<file path="src/rtl/demux7_collector_if.sv">
// Handshake bundle between the bit source, the lane collector and the word consumer.
// The master side drives bits and takes words; the slave side is the collector itself.
interface demux7_collector_if #(
    parameter int LANES = 7,
    parameter int SELW  = 3
);
    logic              clear;
    logic              mode;
    logic [SELW-1:0]   sel;
    logic              in_valid;
    logic              in_bit;
    logic              in_ready;
    logic [LANES-1:0]  out_word;
    logic              out_valid;
    logic              out_ready;
    logic [SELW-1:0]   ptr;
    logic              sel_err;

    modport master (
        output clear, mode, sel, in_valid, in_bit, out_ready,
        input  in_ready, out_word, out_valid, ptr, sel_err
    );

    modport slave (
        input  clear, mode, sel, in_valid, in_bit, out_ready,
        output in_ready, out_word, out_valid, ptr, sel_err
    );
endinterface

</file>
<file path="src/rtl/demux7_collector.sv">
// Serial-to-lane collector: steers single bits into LANES lanes (addressed or
// sequential) and presents the completed word with a valid/ready handshake.
module demux7_collector #(
    parameter int LANES = 7,
    parameter int SELW  = 3
) (
    input  logic                  clock,
    input  logic                  resetn,
    demux7_collector_if.slave     bus
);

    typedef enum logic [0:0] {
        FILL = 1'b0,
        FULL = 1'b1
    } state_t;

    localparam logic [SELW:0]     LANES_W   = LANES[SELW:0];
    localparam logic [SELW-1:0]   LAST_LANE = SELW'(LANES - 1);
    localparam logic [SELW-1:0]   PTR_ONE   = SELW'(1'b1);
    localparam logic [LANES-1:0]  ALL_ONES  = {LANES{1'b1}};
    localparam logic [LANES-1:0]  NO_LANES  = {LANES{1'b0}};

    state_t             state_r;
    logic [LANES-1:0]   word_r;
    logic [LANES-1:0]   mask_r;
    logic [SELW-1:0]    ptr_r;
    logic               valid_r;
    logic               sel_err_r;

    logic [SELW-1:0]    lane_s;
    logic [LANES-1:0]   lane_oh_s;
    logic               sel_oor_s;
    logic               accept_s;
    logic               in_ready_s;

    function automatic logic [LANES-1:0] lane_onehot(input logic [SELW-1:0] lane);
        lane_onehot = {{(LANES-1){1'b0}}, 1'b1} << lane;
    endfunction

    // Ready follows the state but is held low while reset is asserted, without waiting for a clock.
    assign in_ready_s = resetn && (state_r == FILL);

    // Lane decode for the current cycle; an out-of-range select falls to the last lane like the mux default.
    always_comb begin
        lane_s    = ptr_r;
        sel_oor_s = 1'b0;
        if (bus.mode) begin
            lane_s    = ptr_r;
            sel_oor_s = 1'b0;
        end else if ({1'b0, bus.sel} >= LANES_W) begin
            lane_s    = LAST_LANE;
            sel_oor_s = 1'b1;
        end else begin
            lane_s    = bus.sel;
            sel_oor_s = 1'b0;
        end
        lane_oh_s = lane_onehot(lane_s);
        accept_s  = bus.in_valid && in_ready_s;
    end

    // Collector state machine: fill lanes until the mask is complete, then hold until the consumer takes the word.
    always_ff @(posedge clock or negedge resetn) begin
        if (!resetn) begin
            state_r   <= FILL;
            word_r    <= NO_LANES;
            mask_r    <= NO_LANES;
            ptr_r     <= {SELW{1'b0}};
            valid_r   <= 1'b0;
            sel_err_r <= 1'b0;
        end else if (bus.clear) begin
            state_r   <= FILL;
            word_r    <= NO_LANES;
            mask_r    <= NO_LANES;
            ptr_r     <= {SELW{1'b0}};
            valid_r   <= 1'b0;
            sel_err_r <= 1'b0;
        end else begin
            case (state_r)
                FILL: begin
                    if (accept_s) begin
                        word_r <= (word_r & ~lane_oh_s) | (bus.in_bit ? lane_oh_s : NO_LANES);
                        mask_r <= mask_r | lane_oh_s;
                        if (bus.mode) begin
                            ptr_r <= (ptr_r == LAST_LANE) ? {SELW{1'b0}} : ptr_r + PTR_ONE;
                        end else begin
                            ptr_r <= ptr_r;
                        end
                        if (sel_oor_s) begin
                            sel_err_r <= 1'b1;
                        end else begin
                            sel_err_r <= sel_err_r;
                        end
                        if ((mask_r | lane_oh_s) == ALL_ONES) begin
                            state_r <= FULL;
                            valid_r <= 1'b1;
                        end else begin
                            state_r <= FILL;
                            valid_r <= 1'b0;
                        end
                    end else begin
                        state_r <= FILL;
                        valid_r <= 1'b0;
                    end
                end
                FULL: begin
                    // Handoff cycle never accepts a bit; the word itself stays visible after release.
                    if (bus.out_ready) begin
                        state_r <= FILL;
                        valid_r <= 1'b0;
                        mask_r  <= NO_LANES;
                        ptr_r   <= {SELW{1'b0}};
                    end else begin
                        state_r <= FULL;
                        valid_r <= 1'b1;
                    end
                end
                default: begin
                    state_r <= FILL;
                    valid_r <= 1'b0;
                    mask_r  <= NO_LANES;
                    ptr_r   <= {SELW{1'b0}};
                end
            endcase
        end
    end

    assign bus.in_ready  = in_ready_s;
    assign bus.out_word  = word_r;
    assign bus.out_valid = valid_r;
    assign bus.ptr       = ptr_r;
    assign bus.sel_err   = sel_err_r;

endmodule

</file>
<file path="src/flat_wrapper.sv">
// flat-port wrapper written by rule: the top's interface ports become plain ports
module demux7_collector_flat 
#(
    parameter int LANES = 7,
    parameter int SELW  = 3
)
  (clock, resetn, bus_clear, bus_mode, bus_sel, bus_in_valid, bus_in_bit, bus_out_ready, bus_in_ready, bus_out_word, bus_out_valid, bus_ptr, bus_sel_err);
  demux7_collector_if #(.LANES(LANES), .SELW(SELW)) bus_i ();
  input  logic clock;
  input  logic resetn;
  input wire logic [$bits(bus_i.clear)-1:0] bus_clear;
  input wire logic [$bits(bus_i.mode)-1:0] bus_mode;
  input wire logic [$bits(bus_i.sel)-1:0] bus_sel;
  input wire logic [$bits(bus_i.in_valid)-1:0] bus_in_valid;
  input wire logic [$bits(bus_i.in_bit)-1:0] bus_in_bit;
  input wire logic [$bits(bus_i.out_ready)-1:0] bus_out_ready;
  output wire logic [$bits(bus_i.in_ready)-1:0] bus_in_ready;
  output wire logic [$bits(bus_i.out_word)-1:0] bus_out_word;
  output wire logic [$bits(bus_i.out_valid)-1:0] bus_out_valid;
  output wire logic [$bits(bus_i.ptr)-1:0] bus_ptr;
  output wire logic [$bits(bus_i.sel_err)-1:0] bus_sel_err;
  assign bus_i.clear = bus_clear;
  assign bus_i.mode = bus_mode;
  assign bus_i.sel = bus_sel;
  assign bus_i.in_valid = bus_in_valid;
  assign bus_i.in_bit = bus_in_bit;
  assign bus_i.out_ready = bus_out_ready;
  assign bus_in_ready = bus_i.in_ready;
  assign bus_out_word = bus_i.out_word;
  assign bus_out_valid = bus_i.out_valid;
  assign bus_ptr = bus_i.ptr;
  assign bus_sel_err = bus_i.sel_err;
  demux7_collector #(.LANES(LANES), .SELW(SELW)) u_core (.clock(clock), .resetn(resetn), .bus(bus_i));
endmodule
</file>
<file path="config.mk">
export PLATFORM = sky130hd
export DESIGN_NAME = demux7_collector_flat
export DESIGN_NICKNAME = d
export VERILOG_FILES = /design/src/rtl/demux7_collector_if.sv /design/src/rtl/demux7_collector.sv /design/src/flat_wrapper.sv
export SDC_FILE = /design/constraint.sdc
export NUM_CORES = 1
export LEC_CHECK = 0
export ABC_AREA = 1
export BUFFER_PORTS_ARGS = -buffer_cell sky130_fd_sc_hd__buf_2
export CAP_MARGIN = 20
export CORE_MARGIN = 4
export CORE_UTILIZATION = 53
export DETAILED_ROUTE_END_ITERATION = 8
export PLACE_DENSITY = 0.78
export SLEW_MARGIN = 20
export SYNTH_ARGS = -nofsm -noshare
export SYNTH_HDL_FRONTEND = slang
export SYNTH_SLANG_ARGS = --single-unit
</file>
<file path="constraint.sdc">
create_clock -name clock -period 2.1 [get_ports clock]
set_clock_uncertainty 0.2 [all_clocks]
set_input_delay 0.21 -clock clock [delete_from_list [all_inputs] [get_ports clock]]
set_output_delay 0.21 -clock clock [all_outputs]
set_load 0.02 [all_outputs]
</file>
==> results of run 1 <==
flip-flops by register name (all words and copies together), names as in the netlist:
| register | cells |
|---|---|
| u_core.bus.sel_err | 1 |
| u_core.bus.out_valid | 1 |
| u_core.bus.ptr | 3 |
| u_core.bus.out_word | 7 |
| u_core.mask_r | 7 |
routing by layer:
metal	global-route usage	up-vias	share of wire
met4	0.0936	0	0.030
li1	-	511	-
met2	0.324	31	0.47
met5	0	-	0
met3	0.0471	9	0.050
met1	0.242	446	0.45
synthesized netlist by cell type, types with 2 or more instances:
master and count:
dfrtp_1 19, nand2_2 5, nor2_1 15, a21oi_1 8, inv_2 3, inv_1 23
nor3_1 2, o21ai_0 6, nand3_1 4, o221a_2 5, nand2_4 2, nor2_2 3
nor2_4 3, nand2_1 37
cell type report:
type / count / area share
well taps: 27 / 0.0263
repair buffers: 25 / 0.107
clock buffers: 4 / 0.0205
multi-input cells: 97 / 0.395
inverters: 27 / 0.0809
flip-flops and latches: 19 / 0.370
worst max-delay path by stage:
stage | start | to | slack (ns) | depth (start not counted)
2_1_floorplan | u_core.bus.out_valid$_DFF_PN0_ | u_core.bus.out_word[3]$_DFFE_PN0P_ | 0.25 | 5
3_3_place_gp | u_core.bus.out_valid$_DFF_PN0_ | u_core.bus.ptr[1]$_DFFE_PN0P_ | 0.47 | 10
3_5_place_dp | u_core.bus.out_valid$_DFF_PN0_ | u_core.bus.out_word[5]$_DFFE_PN0P_ | 0.40 | 4
4_1_cts | resetn | u_core.bus.out_word[5]$_DFFE_PN0P_ | 0.25 | 7
5_1_grt | resetn | u_core.bus.ptr[1]$_DFFE_PN0P_ | 0.13 | 13
6_report | resetn | u_core.bus.out_word[5]$_DFFE_PN0P_ | 0.23 | 7
logic make-up (layout without fill, tap and decap cells):
logic type | after synthesis | in the layout | share of synthesized area
simple gates | 74 | 74 | 0.318
flops | 19 | 19 | 0.432
buf+inv | 29 | 56 | 0.108
compound gates | 23 | 23 | 0.142
power groups by stage:
stage                     logic (mW)  registers [mW]  clock network [mW]
after global routing           0.453           0.463               0.211
after global placement         0.396           0.461                   0
after CTS                      0.410           0.455               0.190
after detailed placement       0.407           0.463                   0
final                          0.411           0.456               0.187
after floorplan                0.237           0.515                   0
worst max-delay path, cell delays in order:
cell,delay (ns)
dlygate4sd3_1,0.53
buf_2,0.11
inv_1,0.07
nor2_2,0.10
nand2_1,0.14
or2_0,0.37
o221a_2,0.33
metrics by stage:
stage	instance area (sq um)	utilization	power, mW	hold WS, ns
6_report	1280	0.654	1.05	0.0298
5_1_grt	1280	0.654	1.13	0.0355
4_1_cts	1280	0.654	1.06	0.0284
3_5_place_dp	1240	0.631	0.869	0.00227
3_3_place_gp	1240	0.631	0.857	-0.00908
2_1_floorplan	1100	-	0.752	-0.286
timing repair:
item | CTS | global route
gates resized for setup | 0 | 0
endpoints found under the hold margin | 20 | 0
setup endpoints to repair | 0 | 0
hold buffers | 2 | 0
cells in the final DEF (no fill, tap or decap):
master and n:
nand2_4 2, o221a_2 5, nand2_1 37, nand4_1 1, buf_4 1, o21ai_1 1
nor2_2 3, inv_1 23, buf_2 22, clkbuf_1 1, o41ai_1 1, or2_1 1
clkbuf_4 3, nor2_1 15, inv_4 1, a21oi_1 8, o21ai_0 6, nor2_4 3
dfrtp_1 19, nor3_1 2, nand2_2 5, dlygate4sd3_1 2, a21oi_2 1, or2_0 1
a22oi_1 1, inv_2 3, nand3_1 4
==> flow_summary.ini, run 1 <==
[timing]
setup_violations = 0
slew_violations = 0
worst_slew_pin_slew_ns = 0.408
slew_headroom = 0.728
period_share = 0.890
max_freq_mhz = 535
layout_setup_ws_ns = 0.231
finalHoldViolCount = 0
tns_ns = 0
rsz0062_at_grt = false
min_period_ns = 1.87

[synth]
synth.distinct_cells = 24
synth_area_sq_mm = 0.00110
synthFlopType = dfrtp_1
synth-edff-count = 0
synth_seq_area_share = 0.432
netlist.area_leader.share = 0.432
synthCells = 145
yosys-top-cells-area = dfrtp_1 (43%), nand2_1 (13%), inv_1 (7.8%)
ys.warnings.count = 0
ys_ff_latch = 19
yosysTopAreaCell = dfrtp_1
synth_nets = 155
avgSynthCellArea_sq_um = 7.59
async_reset_ff_frac = 1.00

[critical_path]
arrival_ns = 1.87
r2r-start = u_core.bus.out_valid$_DFF_PN0_
r2r_end = u_core.bus.out_word[5]$_DFFE_PN0P_
cp-end-kind = flop
critPathMaxFanout = 7
criticalPathCategory = input pin to flop
rr_worst_depth = 4
cp.required_ns = 2.10
crit_path_start_kind = input pin
rrSetupSlack_ns = 0.38

[layout]
drive_gt1_frac = 0.285
syn2layout_area_growth_pct = 16.6
nFillCells = 186
nets = 183
multi_input_area_sq_um = 507
antenna_cells = 0
stdcell_count = 199
seqCellArea_sq_um = 475

[pwr]
intPower_mw = 0.627
p_sw_mw = 0.427
clockPowerShare = 0.177
pwr-share-seq = 0.433
p_sw_frac = 0.405
pwr-share-comb = 0.390
p_leak_nw = 0.736
vdd_drop_max_v = 0.000650
powerDensity_mw_per_mm2 = 821

[min_path]
hold_path.class = input pin to flop
min_to = u_core.bus.sel_err$_DFFE_PN0P_
holdPathStages = 3
hold_start = bus_sel[0]

[outcome]
status = complete, no violations

[cts]
clock_sinks = 19
path_clk_slew_ns = 0.11
clock_path_buffers = 2
post_cts_buffers = 0
cts_tree = done
worstSkewPairLatency_ns = 0.30
htreeDepth = 1
cts_root_buf = clkbuf_4
cts_buffers = 3

[die]
core_area_sq_mm = 0.00196
die_w_microns = 53.6
dieArea_sq_mm = 0.00287
rows = 16
pin_count = 23
initial_core_util = 0.561
die_height_microns = 53.6

[route]
firstDrtPassIters = 5
wirelength_mm = 2.44
wl_per_cell_microns = 12.2
ant_nets = 0
drc = 0
drtIter0Drc = 27
detail_route.vias_per_cell = 5.01
vias = 997

[place]
portBuffers = 22
post-place-cells = 193
place_congestion = 0.922
place_ws_ns = 0.399
dp.final_hpwl_mm = 1.93

[global_routing]
first_global_vias = 932
track_usage = 0.197
globalRouteOverflowTotal = 0
grt_pass1_wl_mm = 4.07
antenna_found_initial = 0
grt_max_degree = 20

[run]
drv_cap = 0
No activity file was read; power rests on OpenSTA's default activity.
==> inputs of run 2 (changes only) <==
--- a/config.mk
+++ b/config.mk
@@ -9,9 +9,10 @@
 export BUFFER_PORTS_ARGS = -buffer_cell sky130_fd_sc_hd__buf_2
 export CAP_MARGIN = 20
 export CORE_MARGIN = 4
-export CORE_UTILIZATION = 53
+export CORE_UTILIZATION = 57
 export DETAILED_ROUTE_END_ITERATION = 8
-export PLACE_DENSITY = 0.78
+export PLACE_DENSITY = 0.83
+export REMOVE_ABC_BUFFERS = 1
 export SLEW_MARGIN = 20
 export SYNTH_ARGS = -nofsm -noshare
 export SYNTH_HDL_FRONTEND = slang
==> constraint.sdc (replaced) <==
create_clock -name clock -period 2.4 [get_ports clock]
set_clock_uncertainty 0.2 [all_clocks]
set_input_delay 0.24 -clock clock [delete_from_list [all_inputs] [get_ports clock]]
set_output_delay 0.24 -clock clock [all_outputs]
set_load 0.02 [all_outputs]
==> flow_summary.ini, run 2 (synthesis results as in run 1) <==
[outcome]
status = complete, no violations

[place]
place_congestion = 0.896
dp.final_hpwl_mm = 1.89
portBuffers = 22

[route]
wirelength_mm = 2.36
firstDrtPassIters = 4
wl_per_cell_microns = 12.0
drc = 0
detail_route.vias_per_cell = 5.03
drtIter0Drc = 12
ant_nets = 0
vias = 990

[timing]
finalHoldViolCount = 0
setup_violations = 0
min_period_ns = 1.90
slew_violations = 0
worst_slew_pin_slew_ns = 0.392
tns_ns = 0
rsz0062_at_grt = false
slew_headroom = 0.739
period_share = 0.790
max_freq_mhz = 528

[die]
die_w_microns = 52.0
pin_count = 23
initial_core_util = 0.618
core_area_sq_mm = 0.00178
dieArea_sq_mm = 0.00270
die_height_microns = 52.0
rows = 15

[cts]
cts_buffers = 3
clock_sinks = 19
cts_resized = 0
clock_path_buffers = 2
cts_tree = done
post_cts_buffers = 0
cts_root_buf = clkbuf_4
htreeDepth = 1
path_clk_slew_ns = 0.10
worstSkewPairLatency_ns = 0.31

[pwr]
vdd_drop_max_v = 0.000530
total_power_mw = 0.924
pwr-share-comb = 0.389
clockPowerShare = 0.178
intPower_mw = 0.548
p_sw_mw = 0.376
p_sw_frac = 0.406
p_leak_nw = 0.736
pwr-share-seq = 0.434
powerDensity_mw_per_mm2 = 721

[global_routing]
busiest_layer = met2
grt_pass1_wl_mm = 4.17
grt_use_met3 = 0.0430
met2_usage = 0.331
track_usage = 0.213
globalRouteOverflowTotal = 0
grt_max_degree = 20
first_global_vias = 923
grt_use_met1 = 0.280
antenna_found_initial = 0

[layout]
layout_common_cells = nand2_1 (37), inv_1 (23), buf_2 (22)
syn2layout_area_growth_pct = 16.4
drive_gt1_frac = 0.285
antenna_cells = 0
nets = 183
mostFrequentLayoutCell = nand2_1

[critical_path]
criticalPathCategory = input pin to flop
cp.required_ns = 2.40
rrSetupSlack_ns = 0.66
cp-end-kind = flop
crit_path_start_kind = input pin
critPathMaxFanout = 7
arrival_ns = 1.89

[min_path]
hold_path.class = input pin to flop

[run]
drv_cap = 0
## run 2: cell counts in the layout (fill, tap and decap cells not counted)
Identical to the previous run, type by type.
## run 2: final cells by class
cell class | instances | area (sq um)
Clock buffer | 4 | 26.3
Fill cell | 151 | 502
Inverter | 27 | 104
Multi-Input combinational cell | 97 | 507
Sequential cell | 19 | 475
Tap cell | 25 | 31.3
Timing Repair Buffer | 25 | 138
## run 2: path summary, 6_finish.rpt
kind                                                         start                            endpoint  cells past startpoint
worst max-delay path                                        resetn  u_core.bus.out_word[1]$_DFFE_PN0P_                      7
worst min-delay path                                 bus_out_ready      u_core.bus.out_valid$_DFF_PN0_                      4
worst max register to register      u_core.bus.out_valid$_DFF_PN0_  u_core.bus.out_word[1]$_DFFE_PN0P_                      4
worst min register to register  u_core.bus.out_word[6]$_DFFE_PN0P_  u_core.bus.out_word[6]$_DFFE_PN0P_                      2
max in group asynchronous                                   resetn        u_core.mask_r[5]$_DFFE_PN0P_                      3
min in group asynchronous                                   resetn  u_core.bus.out_word[5]$_DFFE_PN0P_                      3
## run 2: repair_timing
item                       in CTS  in global routing
hold endpoints to repair       20                  0
setup endpoints to repair       0                  0
hold buffers                    2                  0
## run 2: routing by layer
layer	vias up	routed length, microns
met4	0	49
met5	-	0
met2	24	1100
li1	511	-
met3	5	103
met1	450	1110
## run 2: critical path, cell delays in order
cell and delay, ns:
dlygate4sd3_1 0.53, buf_2 0.11, inv_1 0.07, nor2_2 0.11, nand2_1 0.15, or2_0 0.37, o221a_2 0.33
## run 2: per-stage QoR
stage	cell area, sq um	worst slack [ns]	hold slack [ns]	cells	utilization
2_1_floorplan	1090	0.576	-0.256	143	-
3_3_place_gp	1230	0.731	0.0229	191	0.693
3_5_place_dp	1230	0.706	0.0270	191	0.693
4_1_cts	1280	0.544	0.0555	197	0.719
5_1_grt	1280	0.382	0.0755	197	0.719
6_report	1280	0.504	0.0651	197	0.719
## run 2: power by group through the flow
stage	Clock, mW	Sequential [mW]	Combinational [mW]
2_1_floorplan	0	0.451	0.203
3_3_place_gp	0	0.404	0.347
3_5_place_dp	0	0.406	0.356
4_1_cts	0.169	0.400	0.359
5_1_grt	0.186	0.407	0.400
6_report	0.164	0.401	0.359
